<file path="config.mk">
export PLATFORM = sky130hd
export DESIGN_NAME = wbm_initiator
export DESIGN_NICKNAME = d
export VERILOG_FILES = /design/src/rtl/wbm_pkg.sv /design/src/rtl/wbm_timeout_ctr.sv /design/src/rtl/wbm_initiator.sv
export SDC_FILE = /design/constraint.sdc
export NUM_CORES = 1
export LEC_CHECK = 0
export CAP_MARGIN = 5
export CORE_MARGIN = 3
export CORE_UTILIZATION = 36
export CTS_BUF_LIST = sky130_fd_sc_hd__clkbuf_4
export DETAILED_ROUTE_END_ITERATION = 8
export HOLD_SLACK_MARGIN = 0.15
export PLACE_DENSITY_LB_ADDON = 0.08
export SETUP_SLACK_MARGIN = 0.1
export SYNTH_ARGS = -nofsm -noshare
export SYNTH_HDL_FRONTEND = slang
export SYNTH_HIERARCHICAL = 1
export SYNTH_SLANG_ARGS = --single-unit
export TNS_END_PERCENT = 5
</file>
<file path="constraint.sdc">
create_clock -name wb_clk_i -period 1.5 [get_ports wb_clk_i]
set_input_delay 0.375 -clock wb_clk_i [delete_from_list [all_inputs] [get_ports wb_clk_i]]
set_output_delay 0.375 -clock wb_clk_i [all_outputs]
set_load 0.02 [all_outputs]
</file>
<file path="src/rtl/wbm_pkg.sv">
// Shared types and constants for the Wishbone classic initiator.
// Optional bus-cycle timeout is enabled by defining WBM_TIMEOUT_EN.
package wbm_pkg;

    localparam int WBM_ADDR_W      = 32;
    localparam int WBM_DATA_W      = 32;
    localparam int WBM_TIMEOUT_DEF = 255;

    localparam logic WBM_RSP_OK  = 1'b0;
    localparam logic WBM_RSP_ERR = 1'b1;

    typedef enum logic [1:0] {
        ST_IDLE = 2'd0,
        ST_BUS  = 2'd1,
        ST_RESP = 2'd2
    } wbm_state_e;

    // A zero limit still needs a one-bit counter to elaborate.
    function automatic int wbm_cnt_w(input int limit);
        return (limit > 0) ? $clog2(limit + 1) : 1;
    endfunction

endpackage

</file>
<file path="src/rtl/wbm_timeout_ctr.sv">
// Bus-cycle watchdog: counts stalled BUS cycles and flags expiry.
// Only instantiated when WBM_TIMEOUT_EN is defined.
module wbm_timeout_ctr
    import wbm_pkg::*;
#(
    parameter int LIMIT = WBM_TIMEOUT_DEF
) (
    input  logic clk_i,
    input  logic rst_i,
    input  logic clr_i,
    input  logic inc_i,
    output logic expire_o
);

    localparam int CW = wbm_cnt_w(LIMIT);
    localparam logic [CW-1:0] LAST = (LIMIT > 0) ? CW'(LIMIT - 1) : '0;

    logic [CW-1:0] cnt_q;
    logic [CW-1:0] cnt_d;

    // Expiry fires on the edge that would bring the count up to LIMIT.
    assign expire_o = (LIMIT != 0) && inc_i && (cnt_q == LAST);

    always_comb begin
        cnt_d = cnt_q;
        if (clr_i) begin
            cnt_d = '0;
        end else if (inc_i && !expire_o) begin
            cnt_d = cnt_q + CW'(1);
        end
    end

    always_ff @(posedge clk_i) begin
        if (rst_i) begin
            cnt_q <= '0;
        end else begin
            cnt_q <= cnt_d;
        end
    end

endmodule

</file>
<file path="src/rtl/wbm_initiator.sv">
// Wishbone B4 classic single-cycle master behind a valid/ready request port.
// Define WBM_TIMEOUT_EN to abort stalled bus cycles after TIMEOUT_CYC cycles.
module wbm_initiator
    import wbm_pkg::*;
#(
    parameter int ADDR_W      = WBM_ADDR_W,
    parameter int DATA_W      = WBM_DATA_W,
    parameter int TIMEOUT_CYC = WBM_TIMEOUT_DEF
) (
    input  logic                wb_clk_i,
    input  logic                wb_rst_i,
    input  logic                req_valid_i,
    output logic                req_ready_o,
    input  logic                req_we_i,
    input  logic [DATA_W/8-1:0] req_sel_i,
    input  logic [ADDR_W-1:0]   req_adr_i,
    input  logic [DATA_W-1:0]   req_dat_i,
    output logic                rsp_valid_o,
    input  logic                rsp_ready_i,
    output logic [DATA_W-1:0]   rsp_dat_o,
    output logic                rsp_err_o,
    output logic                wbm_cyc_o,
    output logic                wbm_stb_o,
    output logic                wbm_we_o,
    output logic [DATA_W/8-1:0] wbm_sel_o,
    output logic [ADDR_W-1:0]   wbm_adr_o,
    output logic [DATA_W-1:0]   wbm_dat_o,
    input  logic [DATA_W-1:0]   wbm_dat_i,
    input  logic                wbm_ack_i,
    input  logic                wbm_err_i
);

    wbm_state_e          state_q;
    logic                cyc_q;
    logic                stb_q;
    logic                we_q;
    logic [DATA_W/8-1:0] sel_q;
    logic [ADDR_W-1:0]   adr_q;
    logic [DATA_W-1:0]   dat_q;
    logic                rsp_valid_q;
    logic                rsp_err_q;
    logic [DATA_W-1:0]   rsp_dat_q;

    logic                accept_d;
    logic                in_bus_d;
    logic                tmo_expire;
    logic                term_d;
    logic                err_d;
    logic [DATA_W-1:0]   dat_d;

    assign req_ready_o = (state_q == ST_IDLE) && !wb_rst_i;
    assign accept_d    = req_valid_i && req_ready_o;
    assign in_bus_d    = (state_q == ST_BUS);

`ifdef WBM_TIMEOUT_EN
    wbm_timeout_ctr #(
        .LIMIT    (TIMEOUT_CYC)
    ) u_tmo (
        .clk_i    (wb_clk_i),
        .rst_i    (wb_rst_i),
        .clr_i    (accept_d),
        .inc_i    (in_bus_d && !wbm_ack_i && !wbm_err_i),
        .expire_o (tmo_expire)
    );
`else
    // No watchdog: a negative limit is the only value that could ever fire.
    assign tmo_expire = (TIMEOUT_CYC < 0);
`endif

    // Error beats ack; the watchdog only fires when neither is present.
    assign term_d = wbm_err_i || wbm_ack_i || tmo_expire;
    assign err_d  = wbm_err_i || (!wbm_ack_i && tmo_expire);
    assign dat_d  = (err_d || we_q) ? '0 : wbm_dat_i;

    always_ff @(posedge wb_clk_i) begin
        if (wb_rst_i) begin
            state_q     <= ST_IDLE;
            cyc_q       <= 1'b0;
            stb_q       <= 1'b0;
            we_q        <= 1'b0;
            sel_q       <= '0;
            adr_q       <= '0;
            dat_q       <= '0;
            rsp_valid_q <= 1'b0;
            rsp_err_q   <= WBM_RSP_OK;
            rsp_dat_q   <= '0;
        end else begin
            unique case (state_q)
                ST_IDLE: begin
                    if (req_valid_i) begin
                        we_q    <= req_we_i;
                        sel_q   <= req_sel_i;
                        adr_q   <= req_adr_i;
                        dat_q   <= req_dat_i;
                        cyc_q   <= 1'b1;
                        stb_q   <= 1'b1;
                        state_q <= ST_BUS;
                    end
                end
                ST_BUS: begin
                    if (in_bus_d && term_d) begin
                        cyc_q       <= 1'b0;
                        stb_q       <= 1'b0;
                        rsp_valid_q <= 1'b1;
                        rsp_err_q   <= err_d ? WBM_RSP_ERR : WBM_RSP_OK;
                        rsp_dat_q   <= dat_d;
                        state_q     <= ST_RESP;
                    end
                end
                ST_RESP: begin
                    if (rsp_ready_i) begin
                        rsp_valid_q <= 1'b0;
                        state_q     <= ST_IDLE;
                    end
                end
                default: begin
                    cyc_q       <= 1'b0;
                    stb_q       <= 1'b0;
                    rsp_valid_q <= 1'b0;
                    state_q     <= ST_IDLE;
                end
            endcase
        end
    end

    assign wbm_cyc_o   = cyc_q;
    assign wbm_stb_o   = stb_q;
    assign wbm_we_o    = we_q;
    assign wbm_sel_o   = sel_q;
    assign wbm_adr_o   = adr_q;
    assign wbm_dat_o   = dat_q;
    assign rsp_valid_o = rsp_valid_q;
    assign rsp_err_o   = rsp_err_q;
    assign rsp_dat_o   = rsp_dat_q;

endmodule

</file>
==> qor.yml <==
outcome:
  outcome: "finished, final reports clean"
synth:
  seq_area_frac_synth_pct: 54.5
  synthesis.area_mm2: 0.00389
  ys_ff_latch: 106
  ys_types: 21
  syn-num-nets: 583
  yosys_warnings: 6
  synth_edf_count: 0
  synthFlopType: "dfxtp_1"
  synth_top_area_share_pct: 54.5
  syn_area_per_cell_um2: 8.17
  ys_async_sr_fraction_pct: 0
  synthCells: 476
  yosysTopAreaCell: "dfxtp_1"
  synth_area_leaders: "dfxtp_1, nand2_1, a21oi_1, nand2b_1, nand4_1"
drt:
  routedWlPerCell_um: 15.6
  drt_iter0_markers: 313
  vias_per_cell: 4.90
  via_count: 4035
  drc: 0
  final_antenna_net_count: 0
  drtPass1Iterations: 6
  drt-total-wl_mm: 12.8
global_routing:
  grt_overflow: 0
  track_usage_pct: 19.3
  grt_pass1_vias: 3850
  antenna_found_initial: 0
  grt_max_degree: 80
  grt_pass1_wl_mm: 18.8
sta:
  fin_crit_sh_pct: 98.3
  fin_hold_ws_ns: 0.425
  fin_setup_tns_ns: 0
  skew_ns: 0.0247
  fmax_ghz: 0.678
  setup_viol: 0
  rsz0062_at_grt: "yes"
  slew_viol_final: 0
  finalHoldViolations: 0
  relSlewSlack_pct: 72.2
  finalCriticalPeriod_ns: 1.47
  worstMarginPinSlew_ns: 0.416
place:
  placed_area_mm2: 0.00622
  port_buffers: 212
  hpwl_mm: 8.28
  gp_congestion: 0.767
floorplanning:
  io_pins: 213
  dieArea_mm2: 0.0121
  die_h_um: 110
  core_area_mm2: 0.0104
  dieWidth_um: 110
  start_util_pct: 37.4
  num_rows: 37
clocking:
  cts.path.max_buffers: 2
  clockRootBuffer: "clkbuf_4"
  cts_buffers: 9
  cts_max_level: 3
  tritoncts: "built"
  clk_pin_slew_ns: 0.16
  worst_skew_pair.late_latency_ns: 0.43
  clkSinkCount: 106
  hold_buffers: 0
critical_path:
  cp_data_required_time_ns: 1.86
  start_kind: "flip-flop"
  worstPathArrival_ns: 1.83
  worst_setup_path_end_kind: "flip-flop"
  crit_fanout: 16
  criticalPathCategory: "reg -> reg"
finish:
  design_area_mm2: 0.00644
  nNetsFinal: 791
  drive_above_1_share_pct: 40.7
  antenna_cells: 0
  syn_to_final_growth_pct: 65.5
power:
  total_power_mw: 5.89
  power_density_mw_per_mm2: 915
  ir_worst_vdd_mv: 0.479
  p_leak_nw: 2.70
job:
  maxCapViolations: 0
worst_hold_path:
  worstHoldPathType: "in -> reg"
per-stage QoR:
stage                     setup WS, ns  util (%)  std cells
after floorplan                  0.103         -        476
after global placement          -0.345      59.7        802
after detailed placement        -0.366      59.7        802
after CTS                     -0.00283      58.6        817
after global routing           -0.0420      61.8        824
final                           0.0260      61.8        824
logic make-up (layout without fill, tap and decap cells):
kind of cell	after synthesis	count (layout)	share of synthesized area, %
compound gates	108	108	14.1
flops	106	106	54.5
simple gates	217	217	25.7
buf+inv	44	256	5.43
mux	1	1	0.257
sequential cells by signal (all words and copies together) (netlist names):
name	flops
wbm_dat_o	32
state_q	2
wbm_adr_o	32
wbm_we_o	1
wbm_sel_o	4
wbm_stb_o	1
rsp_dat_o	32
rsp_err_o	1
rsp_valid_o	1
synthesized netlist by cell type, types with 3 or more instances:
cell and n:
nor3_1 3, nand2b_1 32, nor2_1 3, o21ai_0 24, dfxtp_1 106, clkbuf_1 24
o21ai_1 9, nand4_1 32, nand2_1 142, buf_2 16, a21oi_1 73, buf_6 3
worst paths after layout:
check,cells past startpoint,start,end,slack (ns)
worst max-delay path,7,state_q[0],wbm_adr_o[11],0.03
worst min-delay path,3,wb_rst_i,wbm_adr_o[17],0.43
worst max register to register,7,state_q[0],wbm_adr_o[11],0.03
worst min register to register,2,wbm_adr_o[10],wbm_adr_o[10],0.46
report_power, final:
group	internal (mW)	leakage, nW	switching, mW
Combinational	0.672	1.75	0.754
Sequential	2.98	0.882	0.0765
Clock	0.514	0.0621	0.895
Total	4.17	2.70	1.73
placed cells by master, fill, tap and decap left out, types with 4 or more instances in the layout:
cell and count:
o21ai_0 24, nand2_1 84, nand4_1 32, dfxtp_1 70
buf_6 9, nand2_4 20, o21ai_1 9, buf_12 4
buf_2 84, nand2_2 38, clkdlybuf4s50_1 105, clkbuf_16 4
clkbuf_4 12, a21oi_1 44, a21oi_2 29, dfxtp_2 36
buf_4 32, nand2b_1 32
layout make-up:
class	count	area, um^2
clock buffers	10	75.1
clock inverters	5	56.3
fillers	960	3980
multi-input cells	326	1940
flip-flops and latches	106	2170
well taps	136	170
repair buffers	241	2040
per-layer routing:
metal,wire length [um],part of all wire [%],track usage [%],vias to the layer above
met5,0,0,0,-
met4,134,1.0,5.43,0
met3,1050,8.2,6.28,8
met2,6410,50,32.8,135
met1,5240,41,23.4,1896
li1,-,-,-,1996
worst max-delay path, stage by stage (launching register included):
cell	delay (ns)
dfxtp_2	0.35
buf_4	0.13
buf_6	0.12
nor3b_4	0.17
buf_6	0.20
clkbuf_16	0.24
nand2_2	0.06
a21oi_1	0.14
what timing repair did:
action,in CTS,in global routing
setup endpoints to repair,187,148
pin swaps,63,33
gates resized for setup,517,84
endpoints found under the hold margin,0,0
buffers inserted,0,2
gates cloned,0,5
Note: power is estimated with default switching activity, not from simulation.
